$ cat src/rtl/regfile_wr_pkg.sv
// ---------------------------------------------------------------------------
// regfile_wr_pkg
// Shared constants and types for the register-file write-port arbiter.
//   DATA_W      : write data width
//   ADDR_W      : register address width (16-entry register file)
//   ZERO_REG    : hardwired-zero register; writes to it are accepted and dropped
//   wr_src_t    : identifies which requester produced the current write
//   pri_state_t : round-robin priority owner
// ---------------------------------------------------------------------------
package regfile_wr_pkg;

    localparam int DATA_W = 64;
    localparam int ADDR_W = 4;
    localparam logic [ADDR_W-1:0] ZERO_REG = 4'd15;

    typedef enum logic {
        SRC_ALU = 1'b0,
        SRC_MEM = 1'b1
    } wr_src_t;

    typedef enum logic {
        PRI_ALU = 1'b0,
        PRI_MEM = 1'b1
    } pri_state_t;

endpackage

$ cat src/rtl/en_decode4_16.sv
// ---------------------------------------------------------------------------
// en_decode4_16
// 4-to-16 one-hot decoder with enable. Output is all zero when en is low.
//   addr [3:0]  : index to decode
//   en          : decode enable
//   dec  [15:0] : one-hot result
// ---------------------------------------------------------------------------
module en_decode4_16 (
    input  logic [3:0]  addr,
    input  logic        en,
    output logic [15:0] dec
);

    always_comb begin
        dec = '0;
        if (en) begin
            dec[addr] = 1'b1;
        end
    end

endmodule

$ cat src/rtl/regfile_wr_arbiter.sv
// ---------------------------------------------------------------------------
// regfile_wr_arbiter
// Shares the single register-file write port between the ALU writeback path
// and the memory-load writeback path using round-robin arbitration. The
// winning request is registered and decoded into a one-hot write enable the
// following cycle (latency 1, no bubble between back-to-back grants).
//
// Handshake: a transfer happens on a cycle where valid and ready are both
// high. ready is combinational, never high without its own valid, and low
// while reset or rf_stall is asserted. A requester that sees ready low must
// hold addr/data stable until it is accepted; nothing is buffered here.
//
// Ports:
//   clk, reset          : clock, synchronous active-high reset
//   rf_stall            : register file cannot take a write; no grants issued
//   alu_valid/addr/data : ALU writeback request, alu_ready = accepted
//   mem_valid/addr/data : load writeback request, mem_ready = accepted
//   wr_en   [15:0]      : one-hot write enable, zero when idle
//   wr_data             : registered write data
//   wr_src              : source of current write (0 = ALU, 1 = MEM)
//   pri_state           : current priority owner (observability)
//   conflict_cnt [15:0] : only with REGFILE_WR_CONFLICT_CNT_EN defined;
//                         saturating count of unstalled cycles where both
//                         requesters were valid
// ---------------------------------------------------------------------------
module regfile_wr_arbiter #(
    parameter int                                  DATA_W   = regfile_wr_pkg::DATA_W,
    parameter logic [regfile_wr_pkg::ADDR_W-1:0]   ZERO_REG = regfile_wr_pkg::ZERO_REG
) (
    input  logic                                clk,
    input  logic                                reset,
    input  logic                                rf_stall,
    input  logic                                alu_valid,
    input  logic [regfile_wr_pkg::ADDR_W-1:0]   alu_addr,
    input  logic [DATA_W-1:0]                   alu_data,
    output logic                                alu_ready,
    input  logic                                mem_valid,
    input  logic [regfile_wr_pkg::ADDR_W-1:0]   mem_addr,
    input  logic [DATA_W-1:0]                   mem_data,
    output logic                                mem_ready,
    output logic [15:0]                         wr_en,
    output logic [DATA_W-1:0]                   wr_data,
    output logic                                wr_src,
    output regfile_wr_pkg::pri_state_t          pri_state
`ifdef REGFILE_WR_CONFLICT_CNT_EN
    ,
    output logic [15:0]                         conflict_cnt
`endif
);

    import regfile_wr_pkg::*;

    pri_state_t            state_q;
    pri_state_t            state_d;
    logic                  alu_grant;
    logic                  mem_grant;
    logic                  any_grant;
    logic [ADDR_W-1:0]     grant_addr;
    logic [DATA_W-1:0]     grant_data;

    logic                  valid_q;
    logic [ADDR_W-1:0]     addr_q;
    logic [DATA_W-1:0]     data_q;
    wr_src_t               src_q;

    // Grants: a lone requester always wins; on a conflict the priority owner
    // wins. Reset and rf_stall block every grant.
    always_comb begin
        alu_grant  = 1'b0;
        mem_grant  = 1'b0;
        if (!reset && !rf_stall) begin
            alu_grant = alu_valid && (!mem_valid || (state_q == PRI_ALU));
            mem_grant = mem_valid && (!alu_valid || (state_q == PRI_MEM));
        end
        any_grant  = alu_grant || mem_grant;
        grant_addr = alu_grant ? alu_addr : mem_addr;
        grant_data = alu_grant ? alu_data : mem_data;
    end

    assign alu_ready = alu_grant;
    assign mem_ready = mem_grant;

    // Priority FSM: the side just served loses priority; no grant, no change.
    always_ff @(posedge clk) begin
        if (reset) begin
            state_q <= PRI_ALU;
        end else begin
            state_q <= state_d;
        end
    end

    always_comb begin
        state_d = state_q;
        if (alu_grant) begin
            state_d = PRI_MEM;
        end else if (mem_grant) begin
            state_d = PRI_ALU;
        end
    end

    assign pri_state = state_q;

    // Output stage. A write to ZERO_REG is accepted and still updates
    // wr_data/wr_src, but never raises a write enable.
    always_ff @(posedge clk) begin
        if (reset) begin
            valid_q <= 1'b0;
            addr_q  <= '0;
            data_q  <= '0;
            src_q   <= SRC_ALU;
        end else begin
            valid_q <= any_grant && (grant_addr != ZERO_REG);
            if (any_grant) begin
                addr_q <= grant_addr;
                data_q <= grant_data;
                src_q  <= alu_grant ? SRC_ALU : SRC_MEM;
            end
        end
    end

    en_decode4_16 u_wr_decode (
        .addr (addr_q),
        .en   (valid_q),
        .dec  (wr_en)
    );

    assign wr_data = data_q;
    assign wr_src  = src_q;

`ifdef REGFILE_WR_CONFLICT_CNT_EN
    logic [15:0] conflict_q;

    always_ff @(posedge clk) begin
        if (reset) begin
            conflict_q <= '0;
        end else if (alu_valid && mem_valid && !rf_stall && (conflict_q != 16'hFFFF)) begin
            conflict_q <= conflict_q + 16'd1;
        end
    end

    assign conflict_cnt = conflict_q;
`endif

endmodule

$ cat config.mk
export PLATFORM = sky130hd
export DESIGN_NAME = regfile_wr_arbiter
export DESIGN_NICKNAME = d
export VERILOG_FILES = /design/src/rtl/regfile_wr_pkg.sv /design/src/rtl/en_decode4_16.sv /design/src/rtl/regfile_wr_arbiter.sv
export SDC_FILE = /design/constraint.sdc
export NUM_CORES = 1
export LEC_CHECK = 0
export ABC_AREA = 1
export BUFFER_PORTS_ARGS = -buffer_cell sky130_fd_sc_hd__clkbuf_2
export CORE_MARGIN = 10
export CORE_UTILIZATION = 37
export CTS_BUF_LIST = sky130_fd_sc_hd__clkbuf_16
export CTS_CLUSTER_DIAMETER = 30
export CTS_CLUSTER_SIZE = 10
export DETAILED_ROUTE_END_ITERATION = 10
export HOLD_SLACK_MARGIN = 0.03
export PLACE_DENSITY = 0.76
export RECOVER_POWER = 100
export SYNTH_ARGS = -nofsm -noshare
export SYNTH_HDL_FRONTEND = slang
export SYNTH_SLANG_ARGS = --single-unit
$ cat constraint.sdc
create_clock -name clk -period 1.6 [get_ports clk]
set_input_delay 0.08 -clock clk [delete_from_list [all_inputs] [get_ports clk]]
set_output_delay 0.08 -clock clk [all_outputs]
set_load 0.01 [all_outputs]
==> results.cfg, run 1 <==
[sta]
fin_skew_ns = 0.009465
finalMaxSlewViolations = 0
min_period_ns = 1.504
rsz0062_at_grt = no
setup_violations = 0
period_share_pct = 93.98
hold_viol = 0
setup_slack_ns = 0.09628
max_freq_mhz = 665.0
tns_ns = 0
relSlewSlack_pct = 73.48
worst_pin_slew_ns = 0.3962

[critical_path]
ff2ff_path_depth = 8
crit_start = pri_state$_SDFFE_PP0P_
cp-start-kind = register
reg2reg_from = pri_state$_SDFFE_PP0P_
r2r_end = wr_data[50]$_SDFFE_PP0P_
crit_type = reg -> out
arrival_ns = 1.42
r2r_setup_slack_ns = 0.16
endpoint_kind = output port
crit_end = alu_ready
required_ns = 1.52
cp_max_fo = 37

[pwr]
finalPower_uw = 4675
powerDensity_nw_per_um2 = 944.6
p_int_uw = 3518
power.share.clock_pct = 44.5
vdd_drop_max_v = 0.0004892
p_comb_share_pct = 14.6
p_leak_uw = 0.002830
p_sw_share_pct = 24.77
switchingPower_uw = 1158
p_seq_share_pct = 41.0

[outcome]
status = finished clean

[place]
portBuffers = 224
place_ws_ns = 0.2259
dp_hpwl_um = 9009
dp_cells = 886
gp_congestion = 0.8538

[final_layout]
fill_cells = 1017
drive_gt1_share_pct = 22.48
syn2layout_area_growth_pct = 41.39
num_antenna_cells = 0
fin_nets = 910
multi_input_comb_area_um2 = 1618
finalNonFillerCells = 903
seq_area_um2 = 1421

[grt]
grt_max_degree = 38
grt_pass1_wl_um = 17440
grt_usage_pct = 15.52
antenna_found_initial = 0
grt_remaining_overflow = 0
first_global_vias = 3749

[yosys]
async_flop_share_pct = 0
postSynthNetCount = 694
mappedNetlistArea_um2 = 3501
synthCells = 553
avgSynthCellArea_um2 = 6.331
synth_ff_type = dfxtp_1
synth_edf_count = 0
synth.yosys.seq_area_share_pct = 40.60
yosys_warnings = 0
ys_ff_latch = 71
yosysUniqueCellTypes = 20

[die]
core_um2 = 9240
std_cell_rows = 35
dieHeight_um = 117.3
start_util_pct = 37.89
die_area_um2 = 13750
io-pin-count = 225
die_x_um = 117.3

[cts]
numCtsBuffers = 9
ctsLongestPathBuffers = 2
htreeDepth = 3
clk_pin_slew_ns = 0.06
root_buffer = clkbuf_16
post-cts-setup-buffer-count = 0
tritoncts = done
clock_latency_ns = 0.32
clkSinkCount = 71
ctsResizeCount = 0

[route]
drc_errors = 0
firstDrtPassIters = 4
drtAntennaViolNets = 0
drt_wl_total_um = 11500
vias = 3934
via_per_inst = 4.357
drtIter0Drc = 228
routedWlPerCell_um = 12.73

[run]
cap_violations = 0

[min_path]
hold_path_class = in -> reg
## layer usage
metal,vias to the layer above,GRT usage (%),wire [um]
li1,2099,-,-
met5,-,0,0
met3,8,6.371,1151
met4,0,3.213,65
met1,1686,18.01,4918
met2,141,26.24,5358
## registers in the layout, indices dropped and copies added (netlist names)
| name | count |
|---|---|
| addr_q | 4 |
| pri_state | 1 |
| valid_q | 1 |
| wr_data | 64 |
| wr_src | 1 |
## Yosys cell counts (2+ instances only)
library cell  instances  share of area [%]
buf_2                 9                1.3
inv_2                 2               0.21
nand4_1               4               0.71
nand3_1              69                9.9
nor2_1               18                1.9
inv_1                74                7.9
o21ai_0               4               0.57
clkbuf_1              8               0.86
buf_6                 7                2.3
buf_4                 5                1.1
dfxtp_1              71                 41
a21oi_1               4               0.57
o21a_1                9                1.9
nand2_1             263                 28
## placed cells by master (no fill, tap or decap), types with 9 or more instances in the layout
| master | instances |
|---|---|
| dfxtp_1 | 71 |
| o21a_1 | 9 |
| nor2_1 | 18 |
| nand3_1 | 69 |
| inv_1 | 74 |
| clkbuf_16 | 9 |
| clkbuf_2 | 142 |
| clkbuf_1 | 82 |
| nand2_1 | 263 |
## kinds of logic (layout without fill, tap and decap cells)
family / Yosys count / in the layout / synth area share (%)
AO/OA/AOI/OAI: 20 / 20 / 3.824
AND/OR/NAND/NOR: 357 / 357 / 41.96
flip-flops: 71 / 71 / 40.60
buffers and inverters: 105 / 326 / 13.62
## worst min path at each step
stage	startpoint	to	cells past startpoint
final	mem_data[59]	wr_data[59]$_SDFFE_PP0P_	5
after global routing	mem_data[54]	wr_data[54]$_SDFFE_PP0P_	5
after CTS	mem_data[59]	wr_data[59]$_SDFFE_PP0P_	5
after detailed placement	mem_data[23]	wr_data[23]$_SDFFE_PP0P_	5
after global placement	mem_data[18]	wr_data[18]$_SDFFE_PP0P_	5
after floorplan	reset	addr_q[0]$_SDFFE_PP0P_	3
## stage by stage
stage          cell area, um2  hold WS (ns)  utilization [%]
2_1_floorplan            3501        0.2362                -
3_3_place_gp             4737        0.3620            51.27
3_5_place_dp             4737        0.3657            51.27
4_1_cts                  5061       0.03136            54.77
5_1_grt                  4950       0.05536            53.57
6_report                 4950       0.03872            53.57
## power by group through the flow
stage          registers [uW]  logic [uW]  clock network [uW]
2_1_floorplan            1990         324                   0
3_3_place_gp             1950         705                   0
3_5_place_dp             1950         712                   0
4_1_cts                  1920         716                2140
5_1_grt                  1930         775                2200
6_report                 1920         682                2080
## worst max-delay path, stage by stage, from the launching register on
cell,delay [ns]
dfxtp_1,0.33
nand2_1,0.18
nand3_4,0.13
inv_2,0.10
buf_12,0.19
clkbuf_2,0.16
## repair_timing
action,4_1_cts,5_1_grt
setup endpoints to repair,0,0
endpoints found under the hold margin,1,0
hold buffers,1,0
## layout make-up
cell class,instances,share of cell area (%)
timing repair buffer,234,23.23
inverter,76,5.763
sequential,71,28.72
tap,129,3.261
clock inverter,7,1.795
clock buffer,9,4.550
multi-input combinational,377,32.68
Power figures use the tool's default switching activity.
==> run 2, diff against run 1 <==
ABC_AREA = not set   (was 1)
CORE_ASPECT_RATIO = 1.75   (was not set)
CTS_BUF_LIST = sky130_fd_sc_hd__clkbuf_8   (was sky130_fd_sc_hd__clkbuf_16)
PLACE_DENSITY = 0.75   (was 0.76)
==> run 2 against run 1 <==
Net effect:
- combinational power up 60%
- die area up 8.5%
- clock skew up 0.0017 ns
- clock power down 15%
- design area up 25%
==> results.cfg, run 2 <==
[sta]
hold_viol = 0
min_period_ns = 1.499
setup_violations = 0
setup_slack_ns = 0.1013
worst_pin_slew_ns = 1.004
max_freq_mhz = 667.2
finalMaxSlewViolations = 0
tns_ns = 0
whs_ns = 0.04599
rsz0062_at_grt = no
fin_skew_ns = 0.01112
relSlewSlack_pct = 33.06
period_share_pct = 93.67

[grt]
first_global_vias = 5461
grt_usage_pct = 23.16
antenna_found_initial = 4
grt_max_degree = 74
grt_pass1_wl_um = 29080
grt_remaining_overflow = 0

[route]
drtAntennaViolNets = 0
drc_errors = 0
drt_wl_total_um = 18360
firstDrtPassIters = 8
drtIter0Drc = 468
routedWlPerCell_um = 20.77
via_per_inst = 6.075
vias = 5370

[critical_path]
required_ns = 1.52
endpoint_kind = output port
arrival_ns = 1.42
r2r_setup_slack_ns = 0.13
cp_max_fo = 5
cp-start-kind = register
crit_type = reg -> out

[yosys]
avgSynthCellArea_um2 = 8.510
synth_top_cell_by_area = dfxtp_1
synth_top_area_share_pct = 37.28
synth.yosys.seq_area_share_pct = 37.28
mappedNetlistArea_um2 = 3812
yosys_warnings = 0
async_flop_share_pct = 0
yosysUniqueCellTypes = 30
synth_ff_type = dfxtp_1
synth_area_leaders = dfxtp_1, nand4_1, a31oi_1
yosysMostFrequentCell = dfxtp_1
synth_edf_count = 0
postSynthNetCount = 589
synthTopCellsByCount = dfxtp_1, nand4_1, nand3_1
synthCells = 448
ys_ff_latch = 71

[final_layout]
fin_nets = 889
layout_commonest_cell = clkbuf_2
fill_cells = 909
seq_area_um2 = 1426
layout_common_cells = clkbuf_2, dlygate4sd3_1, clkbuf_1, dfxtp_1, nand4_1
drive_gt1_share_pct = 25.93
largest_register_ffs = 64
multi_input_comb_area_um2 = 2023
syn2layout_area_growth_pct = 62.00

[cts]
clk_pin_slew_ns = 0.07
ctsLongestPathBuffers = 2
htreeDepth = 3
clock_latency_ns = 0.35
root_buffer = clkbuf_8
tritoncts = done
clkSinkCount = 71
numCtsBuffers = 9

[outcome]
status = finished clean

[pwr]
finalPower_uw = 4783
powerDensity_nw_per_um2 = 774.5
vdd_drop_max_v = 0.0004244
p_leak_uw = 0.002357

[place]
portBuffers = 224
dp_hpwl_um = 11310
place_ws_ns = 0.08972
gp_congestion = 0.8765

[die]
std_cell_rows = 49
core_um2 = 10180
io-pin-count = 225
die_area_um2 = 14920
die_x_um = 96.73
dieHeight_um = 154.3
start_util_pct = 37.46

[min_path]
hold_path_class = in -> reg

[run]
cap_violations = 0
[run 2: cell type report]
cell class / instances / share of cell area, %
antenna: 5 / 0.2026
clock buffer: 10 / 2.229
clock inverter: 5 / 1.722
inverter: 2 / 0.1216
multi-input combinational: 313 / 32.76
sequential: 71 / 23.10
tap: 127 / 2.573
timing repair buffer: 351 / 37.30
[run 2: what timing repair did]
action / CTS / global route
gates resized for setup: 5 / 3
hold buffers: 109 / 0
hold endpoints to repair: 55 / 0
endpoints found under the setup margin: 2 / 1
setup buffers: 0 / 0
[run 2: final timing paths]
path / from / endpoint / cells after the start
setup / recovery: addr_q[1]$_SDFFE_PP0P_ / wr_en[0] / 3
hold / removal: mem_data[21] / wr_data[21]$_SDFFE_PP0P_ / 3
setup reg to reg: pri_state$_SDFFE_PP0P_ / valid_q$_SDFF_PP0_ / 4
hold reg to reg: wr_src$_SDFFE_PP0P_ / wr_src$_SDFFE_PP0P_ / 2
[run 2: report_power, final]
| group | internal [uW] | leakage (uW) | total [uW] | switching, uW |
|---|---|---|---|---|
| Combinational | 513 | 0.00166 | 1090 | 579 |
| Clock | 1070 | 0.000119 | 1770 | 695 |
| Sequential | 1860 | 0.000581 | 1920 | 62.5 |
| Total | 3450 | 0.00236 | 4780 | 1340 |
[run 2: stage by stage]
| step | area, um2 | utilization [%] | cells |
|---|---|---|---|
| final | 6176 | 60.68 | 884 |
| after global routing | 6176 | 60.68 | 884 |
| after CTS | 6309 | 61.99 | 879 |
| after detailed placement | 4961 | 48.75 | 755 |
| after global placement | 4961 | 48.75 | 755 |
| after floorplan | 3812 | - | 448 |
[run 2: cells by family (layout without fill, tap and decap cells)]
group                  Yosys count  in the layout  synth area share (%)
buffers and inverters           64            368                 8.894
flip-flops                      71             71                 37.28
AO/OA/AOI/OAI                  129            129                 19.46
AND/OR/NAND/NOR                184            184                 34.36
other                            0              5                     0
[run 2: layer usage]
layer  global-route usage (%)  up-vias  part of all wire [%]
li1                         -     2358                     -
met1                    25.68     2457                    36
met2                    37.02      448                    48
met3                    6.111      107                   9.6
met4                    17.57        0                   7.1
met5                        0        -                     0
[run 2: worst max-delay path, cell delays in order (launching register included)]
cell	delay, ns
dfxtp_1	0.34
or3b_4	0.42
nor3_1	0.14
clkbuf_1	0.18
==> run 3, diff against run 2 <==
--- a/constraint.sdc
+++ b/constraint.sdc
@@ -3,2 +3,2 @@
 set_output_delay 0.08 -clock clk [all_outputs]
-set_load 0.01 [all_outputs]
+set_load 0.005 [all_outputs]
==> run 3 against run 2 <==
Net effect:
- maximum frequency up 0.39%
- die area unchanged
- count of clock-buffer cells in the layout is the same
- first-iteration DRC count decreased by 11%
- flip-flop and latch count stayed put
- non-clock buffer count is 1 higher
- clock skew down 0.0034 ns
- wire length shrank 1.4%
- critical path type unchanged
==> results.cfg, run 3 (synthesis gave the netlist of run 2 again) <==
[outcome]
status = finished clean

[critical_path]
crit_type = reg -> out
cp_max_fo = 20
crit_family = flip-flops
slowest_stage = dfxtp_4
endpoint_kind = output port
crit_path_cell_trace = nand2b_4 > buf_12 > nand2_1 > nor2_1 > clkbuf_1
cp-start-kind = register
crit_buf_inv = 2
cp_slowest_stage_delay_ns = 0.39
arrival_ns = 1.41
required_ns = 1.52

[grt]
grt_pass1_wl_um = 28460
grt_max_degree = 74
grt_most_used_layer = met2
grt_usage_pct = 22.51
antenna_found_initial = 4
first_global_vias = 5535
grt_use_met1_pct = 24.01
globalRouteMet2Util_pct = 36.41
use_met3_pct = 6.958
grt_remaining_overflow = 0

[final_layout]
finalNonFillerCells = 885
final_util_pct = 60.66
syn2layout_area_growth_pct = 61.93
largest_register_ffs = 64
fin_nets = 890
drive_gt1_share_pct = 26.69
layout_commonest_cell = clkbuf_2
fill_cells = 901
layout_common_cells = clkbuf_2, dlygate4sd3_1, clkbuf_1, dfxtp_1, nand4_1

[route]
firstDrtPassIters = 5
via_per_inst = 5.993
drt_wl_total_um = 18110
routedWlPerCell_um = 20.46
drtIter0Drc = 415
drc_errors = 0
drtAntennaViolNets = 0
vias = 5304

[pwr]
powerDensity_nw_per_um2 = 744.5
finalPower_uw = 4596
vdd_drop_max_v = 0.0003740
p_leak_uw = 0.002363

[cts]
post-cts-setup-buffer-count = 0
numCtsBuffers = 9
tritoncts = done
htreeDepth = 3
clkSinkCount = 71
root_buffer = clkbuf_8
ctsLongestPathBuffers = 2
clk_pin_slew_ns = 0.08
clock_latency_ns = 0.34

[die]
die_area_um2 = 14920
dieHeight_um = 154.3
core_um2 = 10180
io-pin-count = 225
die_x_um = 96.73
std_cell_rows = 49
start_util_pct = 37.46

[sta]
worst_pin_slew_ns = 1.013
rsz0062_at_grt = no
hold_viol = 0
finalMaxSlewViolations = 0
min_period_ns = 1.493
fin_skew_ns = 0.007681
whs_ns = 0.1174
period_share_pct = 93.31
max_freq_mhz = 669.8
setup_violations = 0
relSlewSlack_pct = 32.48
tns_ns = 0

[place]
dp_hpwl_um = 11240
dp_cells = 755
portBuffers = 224
gp_congestion = 0.8746

[min_path]
hold_path_class = in -> reg

[run]
cap_violations = 0
[run 3: per-layer routing]
metal / routed length (um) / share of wire [%] / up-vias
met2: 8780 / 48 / 396
met1: 6457 / 36 / 2460
met5: 0 / 0 / -
met4: 1197 / 6.6 / 0
li1: - / - / 2349
met3: 1673 / 9.2 / 99
[run 3: worst register-to-register path, stage by stage (launching register included)]
cell and delay, ns:
dfxtp_4 0.37, a211oi_2 0.31, clkbuf_2 0.39, nand3_1 0.15
a31oi_1 0.15
[run 3: worst paths after layout]
check	start	to	slack, ns	cells after the start
hold / removal	alu_addr[2]	valid_q$_SDFF_PP0_	0.12	4
hold reg to reg	wr_src$_SDFFE_PP0P_	wr_src$_SDFFE_PP0P_	0.49	2
setup / recovery	pri_state$_SDFFE_PP0P_	mem_ready	0.11	5
setup reg to reg	pri_state$_SDFFE_PP0P_	wr_data[14]$_SDFFE_PP0P_	0.14	4
[run 3: area by class of cell]
class	instances	area, um2	share of cell area [%]
inverter	2	7.507	0.1216
clock buffer	10	137.6	2.229
timing repair buffer	352	2321	37.60
tap	127	158.9	2.574
antenna	5	12.51	0.2027
multi-input combinational	313	2027	32.83
sequential	71	1426	23.11
clock inverter	5	82.58	1.338
[run 3: power by group]
group	internal (uW)	switching [uW]	total, uW	leakage (uW)
registers	1860	60.9	1920	0.000581
clock network	912	706	1620	0.000101
logic	514	543	1060	0.00168
[run 3: timing repair]
action / 4_1_cts / 5_1_grt
hold buffers: 110 / 0
hold endpoints to repair: 55 / 0
setup endpoints to repair: 1 / 4
gates resized for setup: 3 / 5
[run 3: per-stage QoR]
| step | worst slack, ns | cell area, um2 |
|---|---|---|
| 3_5_place_dp | 0.09112 | 4961 |
| 6_report | 0.1071 | 6173 |
| 4_1_cts | 0.008353 | 6291 |
| 3_3_place_gp | 0.1851 | 4961 |
| 2_1_floorplan | 0.3584 | 3812 |
| 5_1_grt | 0.04617 | 6173 |
